File: src/rtl/mem_port_arbiter.sv
// rtl/mem_port_arbiter.sv - arbitrates two requesters onto one synchronous memory port
// Every access is address phase (ACCESS) then data phase (RESP), then a registered ack.
module mem_port_arbiter #(
  parameter int ADDR_W       = 10,
  parameter int DATA_W       = 16,
  parameter int RR_MODE      = 0,
  parameter int STARVE_LIMIT = 4
) (
  input  logic              clk_i,
  input  logic              reset_i,
  input  logic              req0_i,
  input  logic              we0_i,
  input  logic [ADDR_W-1:0] addr0_i,
  input  logic [DATA_W-1:0] wdata0_i,
  output logic              ack0_o,
  output logic [DATA_W-1:0] rdata0_o,
  input  logic              req1_i,
  input  logic              we1_i,
  input  logic [ADDR_W-1:0] addr1_i,
  input  logic [DATA_W-1:0] wdata1_i,
  output logic              ack1_o,
  output logic [DATA_W-1:0] rdata1_o,
  output logic [ADDR_W-1:0] mem_addr_o,
  output logic [DATA_W-1:0] mem_wdata_o,
  output logic              mem_we_o,
  input  logic [DATA_W-1:0] mem_rdata_i
);

  localparam int CNT_W = (STARVE_LIMIT < 1) ? 1 : $clog2(STARVE_LIMIT + 1);
  localparam logic [CNT_W-1:0] CNT_MAX = CNT_W'(STARVE_LIMIT);

  typedef enum logic [1:0] {
    IDLE   = 2'd0,
    ACCESS = 2'd1,
    RESP   = 2'd2
  } state_t;

  state_t            state_q, state_d;
  logic              grant_q, grant_d;
  logic              last_grant_q, last_grant_d;
  logic              write_q, write_d;
  logic [CNT_W-1:0]  starve_cnt_q, starve_cnt_d;
  logic [ADDR_W-1:0] mem_addr_q, mem_addr_d;
  logic [DATA_W-1:0] mem_wdata_q, mem_wdata_d;
  logic              mem_we_q, mem_we_d;
  logic              ack0_q, ack0_d;
  logic              ack1_q, ack1_d;
  logic [DATA_W-1:0] rdata0_q, rdata0_d;
  logic [DATA_W-1:0] rdata1_q, rdata1_d;

  logic elig0, elig1, win, starved;

  // A port whose ack is high this cycle still shows the old req; keep it out of arbitration.
  assign elig0 = req0_i & ~ack0_q;
  assign elig1 = req1_i & ~ack1_q;

  always_comb begin
    win     = 1'b0;
    starved = 1'b0;
    if (RR_MODE != 0) begin
      win = (elig0 && elig1) ? ~last_grant_q : elig1;
    end else begin
      starved = (STARVE_LIMIT != 0) && (starve_cnt_q == CNT_MAX);
      win     = ~elig0 | (starved & elig1);
    end
  end

  always_comb begin
    state_d      = state_q;
    grant_d      = grant_q;
    last_grant_d = last_grant_q;
    write_d      = write_q;
    starve_cnt_d = starve_cnt_q;
    mem_addr_d   = mem_addr_q;
    mem_wdata_d  = mem_wdata_q;
    mem_we_d     = mem_we_q;
    ack0_d       = 1'b0;
    ack1_d       = 1'b0;
    rdata0_d     = rdata0_q;
    rdata1_d     = rdata1_q;
    case (state_q)
      IDLE: begin
        mem_we_d = 1'b0;
        if (elig0 || elig1) begin
          grant_d      = win;
          last_grant_d = win;
          write_d      = win ? we1_i : we0_i;
          mem_addr_d   = win ? addr1_i : addr0_i;
          mem_wdata_d  = win ? wdata1_i : wdata0_i;
          mem_we_d     = win ? we1_i : we0_i;
          state_d      = ACCESS;
          if (win || !req1_i) begin
            starve_cnt_d = '0;
          end else if (starve_cnt_q != CNT_MAX) begin
            starve_cnt_d = starve_cnt_q + CNT_W'(1);
          end
        end
      end
      ACCESS: begin
        mem_we_d = 1'b0;
        state_d  = RESP;
      end
      RESP: begin
        if (!write_q) begin
          if (grant_q) rdata1_d = mem_rdata_i;
          else         rdata0_d = mem_rdata_i;
        end
        ack0_d  = ~grant_q;
        ack1_d  = grant_q;
        state_d = IDLE;
      end
      default: state_d = IDLE;
    endcase
  end

  always_ff @(posedge clk_i) begin
    if (reset_i) begin
      state_q      <= IDLE;
      grant_q      <= 1'b0;
      last_grant_q <= 1'b1;
      write_q      <= 1'b0;
      starve_cnt_q <= '0;
      mem_addr_q   <= '0;
      mem_wdata_q  <= '0;
      mem_we_q     <= 1'b0;
      ack0_q       <= 1'b0;
      ack1_q       <= 1'b0;
      rdata0_q     <= '0;
      rdata1_q     <= '0;
    end else begin
      state_q      <= state_d;
      grant_q      <= grant_d;
      last_grant_q <= last_grant_d;
      write_q      <= write_d;
      starve_cnt_q <= starve_cnt_d;
      mem_addr_q   <= mem_addr_d;
      mem_wdata_q  <= mem_wdata_d;
      mem_we_q     <= mem_we_d;
      ack0_q       <= ack0_d;
      ack1_q       <= ack1_d;
      rdata0_q     <= rdata0_d;
      rdata1_q     <= rdata1_d;
    end
  end

  assign ack0_o      = ack0_q;
  assign ack1_o      = ack1_q;
  assign rdata0_o    = rdata0_q;
  assign rdata1_o    = rdata1_q;
  assign mem_addr_o  = mem_addr_q;
  assign mem_wdata_o = mem_wdata_q;
  assign mem_we_o    = mem_we_q;

endmodule

File: config.mk
export PLATFORM = sky130hd
export DESIGN_NAME = mem_port_arbiter
export DESIGN_NICKNAME = d
export VERILOG_FILES = /design/src/rtl/mem_port_arbiter.sv
export SDC_FILE = /design/constraint.sdc
export NUM_CORES = 1
export LEC_CHECK = 0
export ABC_AREA = 1
export BUFFER_PORTS_ARGS = -buffer_cell sky130_fd_sc_hd__buf_2
export CORE_UTILIZATION = 45
export DETAILED_ROUTE_END_ITERATION = 12
export GPL_TIMING_DRIVEN = 1
export PLACE_DENSITY_LB_ADDON = 0.05
export REMOVE_ABC_BUFFERS = 1
export SETUP_SLACK_MARGIN = 0.02
export SYNTH_ARGS = -nofsm -noshare
export SYNTH_HDL_FRONTEND = slang
export SYNTH_SLANG_ARGS = --single-unit
File: constraint.sdc
create_clock -name clk_i -period 1.8 [get_ports clk_i]
set_input_delay 0.09 -clock clk_i [delete_from_list [all_inputs] [get_ports clk_i]]
set_output_delay 0.09 -clock clk_i [all_outputs]
set_load 0.01 [all_outputs]
Word-level counts from Yosys, hierarchy flattened
Index checks and enable logic that the tools add are counted.
Word-level totals
  bits in registers: 68
  bits in latches: 0
  bits in writable memories: 0
  bits in read-only memories: 0
  input bits: 74
  output and inout bits: 61
  word-level logic and storage cells: 47
  memories: 0
Operators by class
  $add $sub $neg: 1
  multiply operators: 0
  div/mod/pow operators: 0
  $lt $le $gt $ge: 0
  equality and inequality tests: 5
  shift-type cells: 0
  mux-type cells: 9
  bitwise logic cells: 10
  reduce and logical (&&, ||, !) cells: 11
Operator list (count)
  16-bit 2-to-1 mux: 1
  10-bit 2-to-1 mux: 1
  3-bit AND reduction: 3
  3-bit 2-to-1 mux: 2
  1-bit NOT: 6
  2-bit case mux with 2 select lines: 1
  2-bit nonzero test: 2
  3-bit by 1-bit adder with 3-bit output, second input constant: 1
  1-bit AND: 3
  3-bit equality test, second input constant: 1
  3-bit != test, second input constant: 1
  2-bit by 1-bit equality test with 1-bit output, second input constant: 1
  2-bit equality test, second input constant: 1
  2-bit zero test: 1
  1-bit logical OR: 2
  1-bit 2-to-1 mux: 2
  2-bit 2-to-1 mux: 1
  2-bit != test, second input constant: 1
  1-bit case mux with 2 select lines: 1
  2-bit AND reduction: 1
  2-bit OR reduction: 1
  1-bit zero test: 1
  1-bit bitwise OR: 1

Depth between registers and ports, before layout
  depth in word-level cells: 7
  mapped depth: 11
  gate-level depth less buffers: 9

Worst setup path after synthesis
Ideal clock, no wire load.
  path type: reg2reg
  start point: reg starve_cnt_q[0]
  end point: reg mem_addr_q[0] (netlist: mem_addr_o[0])
  library setup time: 0.117 ns
  arrival: 1.237 ns
  data required time: 1.683 ns
  slack: 0.446 ns
  cell stages (with the launch flop): 11
  buffers on the path: 2
  cell sequence: dfxtp_1 inv_1 ha_1 nand2_1 inv_1 nand2_1 nand2_1 buf_4 buf_6 a21oi_1 nor2_1
On the way
  word-level cells in the longest chain between the ends: 4
RTL lines
  start, declared: line 42  | logic [CNT_W-1:0] starve_cnt_q, starve_cnt_d;
  start signal, assigned: line 135  | starve_cnt_q <= starve_cnt_d;
  3-bit equality test: line 63  | starved = (STARVE_LIMIT != 0) && (starve_cnt_q == CNT_MAX);
  1-bit AND: line 64  | win = ~elig0 | (starved & elig1);
  1-bit bitwise OR: line 64
  10-bit 2-to-1 mux: line 88  | mem_addr_d = win ? addr1_i : addr0_i;
  end signal, assigned: line 136  | mem_addr_q <= mem_addr_d;
  end, declared: line 43  | logic [ADDR_W-1:0] mem_addr_q, mem_addr_d;
No other way between the ends.
A chain may end at the register's enable or synchronous reset.

Worst setup path in the final report
  start point: reg starve_cnt_q[0]
  end point: reg mem_wdata_q[2] (netlist: mem_wdata_o[2])
On the way
  word-level cells in the longest chain between the ends: 4
RTL lines
  3-bit equality test: line 63
  1-bit AND: line 64
  1-bit bitwise OR: line 64
  16-bit 2-to-1 mux: line 89  | mem_wdata_d = win ? wdata1_i : wdata0_i;
  end signal, assigned: line 137  | mem_wdata_q <= mem_wdata_d;
  end, declared: line 44  | logic [DATA_W-1:0] mem_wdata_q, mem_wdata_d;
No other way between the ends.

==> impl_metrics.toml <==
[clocking]
numCtsBuffers = 9
numClockSinks = 68
insertion_delay_ns = 0.35
clk_pin_slew_ns = 0.07
cts_resized = 0
cts-htree-levels = 3
post-cts-setup-buffers = 0
cts-root-buf = "clkbuf_8"
cts_tree = "built"
cts_hold_buf = 43
clock_path_buffers = 2

[timing]
fmax_mhz = 665.3
hold_viol = 0
finalSetupViolations = 0
rsz0062_at_grt = "false"
clock-skew-final_ns = 0.008246
slew_headroom_pct = 74.07
fin_ws_ns = 0.2969
fin_hold_ws_ns = 0.06193
finalCritPeriodShare_pct = 83.51
finalMaxSlewViolations = 0
worstMarginPinSlew_ns = 0.3877
period_minus_slack_ns = 1.503

[logic_synthesis]
async_flop_share_pct = 0
synth-xor-area-share_pct = 0
synth_top_family_by_area = "simple AND/OR/NAND/NOR gates"
synth_area_leaders = "dfxtp_1 (48%), nor2_1 (12%), o21ai_0 (9.7%)"
synth-simple-area-share_pct = 26.53
synthAdderAreaFrac_pct = 0.8830
yosys_warnings = 0
ys_dominant_reg_cell = "dfxtp_1"
syn-instance-count = 381
synth_seq_cells = 68
synth_edf_count = 0
synth_cell_type_count = 24
synth_compound_area_share_pct = 16.47
synth.area.mux_share_pct = 0
synth.most_common_cell = "nor2_1"
postSynthAreaPerCell_um2 = 7.438
netlist_area_um2 = 2834
synth_top_area_share_pct = 48.04
synth_common_cells = "nor2_1 (94), dfxtp_1 (68), o21ai_0 (55), nand2_1 (43), a21oi_1 (31)"
yosysTopAreaCell = "dfxtp_1"
seq_area_frac_synth_pct = 48.04

[job]
cap_violations = 0

[hold_path]
min-delay-path-class = "in2reg"
min_from = "wdata0_i[10]"
hold_end = "mem_wdata_o[10]$_SDFFE_PP0P_"
whs_path_depth = 5

[critical_path]
r2r_slack_ns = 0.30
worstSetupPathType = "reg2reg"
startpoint_type = "register"
cp_common_cell = "nand2_1"
reg2reg_to = "mem_wdata_o[2]$_SDFFE_PP0P_"
crit_required_ns = 2.08
r2r_cells = 10
cpMaxStageDelayCell = "dfxtp_1"
crit_fanout = 26
path_cells = "inv_1, ha_1, nand2_1, inv_1, nand2_1, buf_4, nand3_1, nand2_1, a21oi_1, nor2_1"
cp.arrival_ns = 1.78
r2r-start = "starve_cnt_q[0]$_SDFFE_PP0P_"
end_kind = "register"
cpPeakStageDelay_ns = 0.33
crit_start = "starve_cnt_q[0]$_SDFFE_PP0P_"

[pwr]
leakage_uw = 0.002136
power_density_nw_per_um2 = 924.3
ir_drop_mv = 0.5287
fin_total_pwr_uw = 3879

[detailed_routing]
totalWireLength_um = 7943
drtIter0Drc = 134
antenna_left = 0
drc = 0
route.vias.total = 3116
dr.pass1.iters = 4
routedWlPerCell_um = 12.53
viasPerCell = 4.915

[placed_design]
place.gp.congestion = 0.7910
dpl-instance-area_um2 = 3527
port_buffers = 134
dp_hpwl_um = 5034
pre_cts_slack_ns = 0.3015

[finish]
post-route-util_pct = 70.05
areaGrowthSynthToFinish_pct = 48.08
diodes = 0
fillers = 526
drive_gt1_share_pct = 30.23
layout.nets = 630
design_area_um2 = 4197

[floorplan]
rows = 28
fp.dieH_um = 81.36
core-area_um2 = 5991
pin_count = 135
dieArea_um2 = 6619
initial_core_util_pct = 47.31
dieWidth_um = 81.36

[global_route]
use_met1_pct = 32.13
antenna_found_initial = 0
grt_remaining_overflow = 0
busiest_layer = "met2"
first_global_vias = 2796
grt_first_pass_wirelength_um = 12610
grt_start_max_net_pins = 54
grt_usage_pct = 25.32
globalRouteMet3Util_pct = 7.416
met2_usage_pct = 40.58

[status]
status = "finished clean"
power breakdown:
part | internal [uW] | switching (uW)
combinational | 320 | 373
clock | 923 | 585
sequential | 1620 | 58.0
flip-flops by register name, indices dropped and copies added, names as in the netlist, 2 cells and up:
name          cells
mem_wdata_o      16
rdata0_o         16
rdata1_o         16
mem_addr_o       10
starve_cnt_q      3
state_q           2
how the worst max path moves through the flow:
stage                                    to  cells after the start  slack, ns
4_1_cts        starve_cnt_q[2]$_SDFFE_PP0P_                     10       0.29
6_report        mem_wdata_o[2]$_SDFFE_PP0P_                     10       0.30
5_1_grt          mem_addr_o[8]$_SDFFE_PP0P_                     10        0.1
2_1_floorplan          write_q$_SDFFE_PP0P_                      9      -0.33
3_3_place_gp   starve_cnt_q[2]$_SDFFE_PP0P_                     10       0.37
3_5_place_dp   starve_cnt_q[2]$_SDFFE_PP0P_                     10       0.30
metal layers:
metal	wire, um	share of wire, %	vias up
met2	3708	47	101
met1	3631	46	1412
met5	0	0	-
met4	121	1.5	0
li1	-	-	1592
met3	480	6.0	11
layout make-up:
class,count,area (um^2),share of cell area [%]
Sequential cell,68,1361,32.44
Timing Repair Buffer,187,1189,28.32
Clock buffer,10,127.6,3.041
Clock inverter,6,111.4,2.654
Inverter,16,62.56,1.491
Tap cell,75,93.84,2.236
Multi-Input combinational cell,272,1251,29.82
critical path, delay by kind of cell, from the launching register on:
family | cells | cell delay [ns]
AND/OR/NAND/NOR | 5 | 0.47
AO/OA/AOI/OAI | 1 | 0.04
buffers and inverters | 3 | 0.41
flip-flops | 1 | 0.33
adder cells (fa/ha/maj) | 1 | 0.19
cell families (layout without fill, tap and decap cells):
logic type	count (synthesis)	after routing
adder cells (fa/ha/maj)	2	2
AND/OR/NAND/NOR	178	178
AO/OA/AOI/OAI	92	92
flip-flops	68	68
buffers and inverters	41	219
through the flow:
stage	cells	TNS [ns]
after CTS	634	0
after global routing	634	0
after floorplan	356	-9.209
final	634	0
after detailed placement	575	0
after global placement	575	0
placed cells by master, fill, tap and decap left out:
| master | n |
|---|---|
| clkbuf_1 | 1 |
| o21bai_1 | 1 |
| buf_4 | 9 |
| ha_1 | 2 |
| bufinv_16 | 3 |
| clkinvlp_4 | 1 |
| dfxtp_1 | 68 |
| inv_2 | 2 |
| o21ai_1 | 4 |
| nand3b_1 | 1 |
| nand2_1 | 43 |
| a21oi_1 | 31 |
| buf_12 | 1 |
| nor3_1 | 3 |
| inv_6 | 1 |
| clkbuf_8 | 9 |
| nand4_1 | 2 |
| nand3_1 | 29 |
| inv_1 | 13 |
| nor2_1 | 94 |
| inv_4 | 1 |
| nor2_2 | 3 |
| o21ai_0 | 55 |
| a21oi_4 | 1 |
| buf_2 | 134 |
| dlygate4sd3_1 | 43 |
| nand2_2 | 1 |
| nor3_4 | 2 |
| clkinv_2 | 1 |
(Power assumes the default switching activity.)
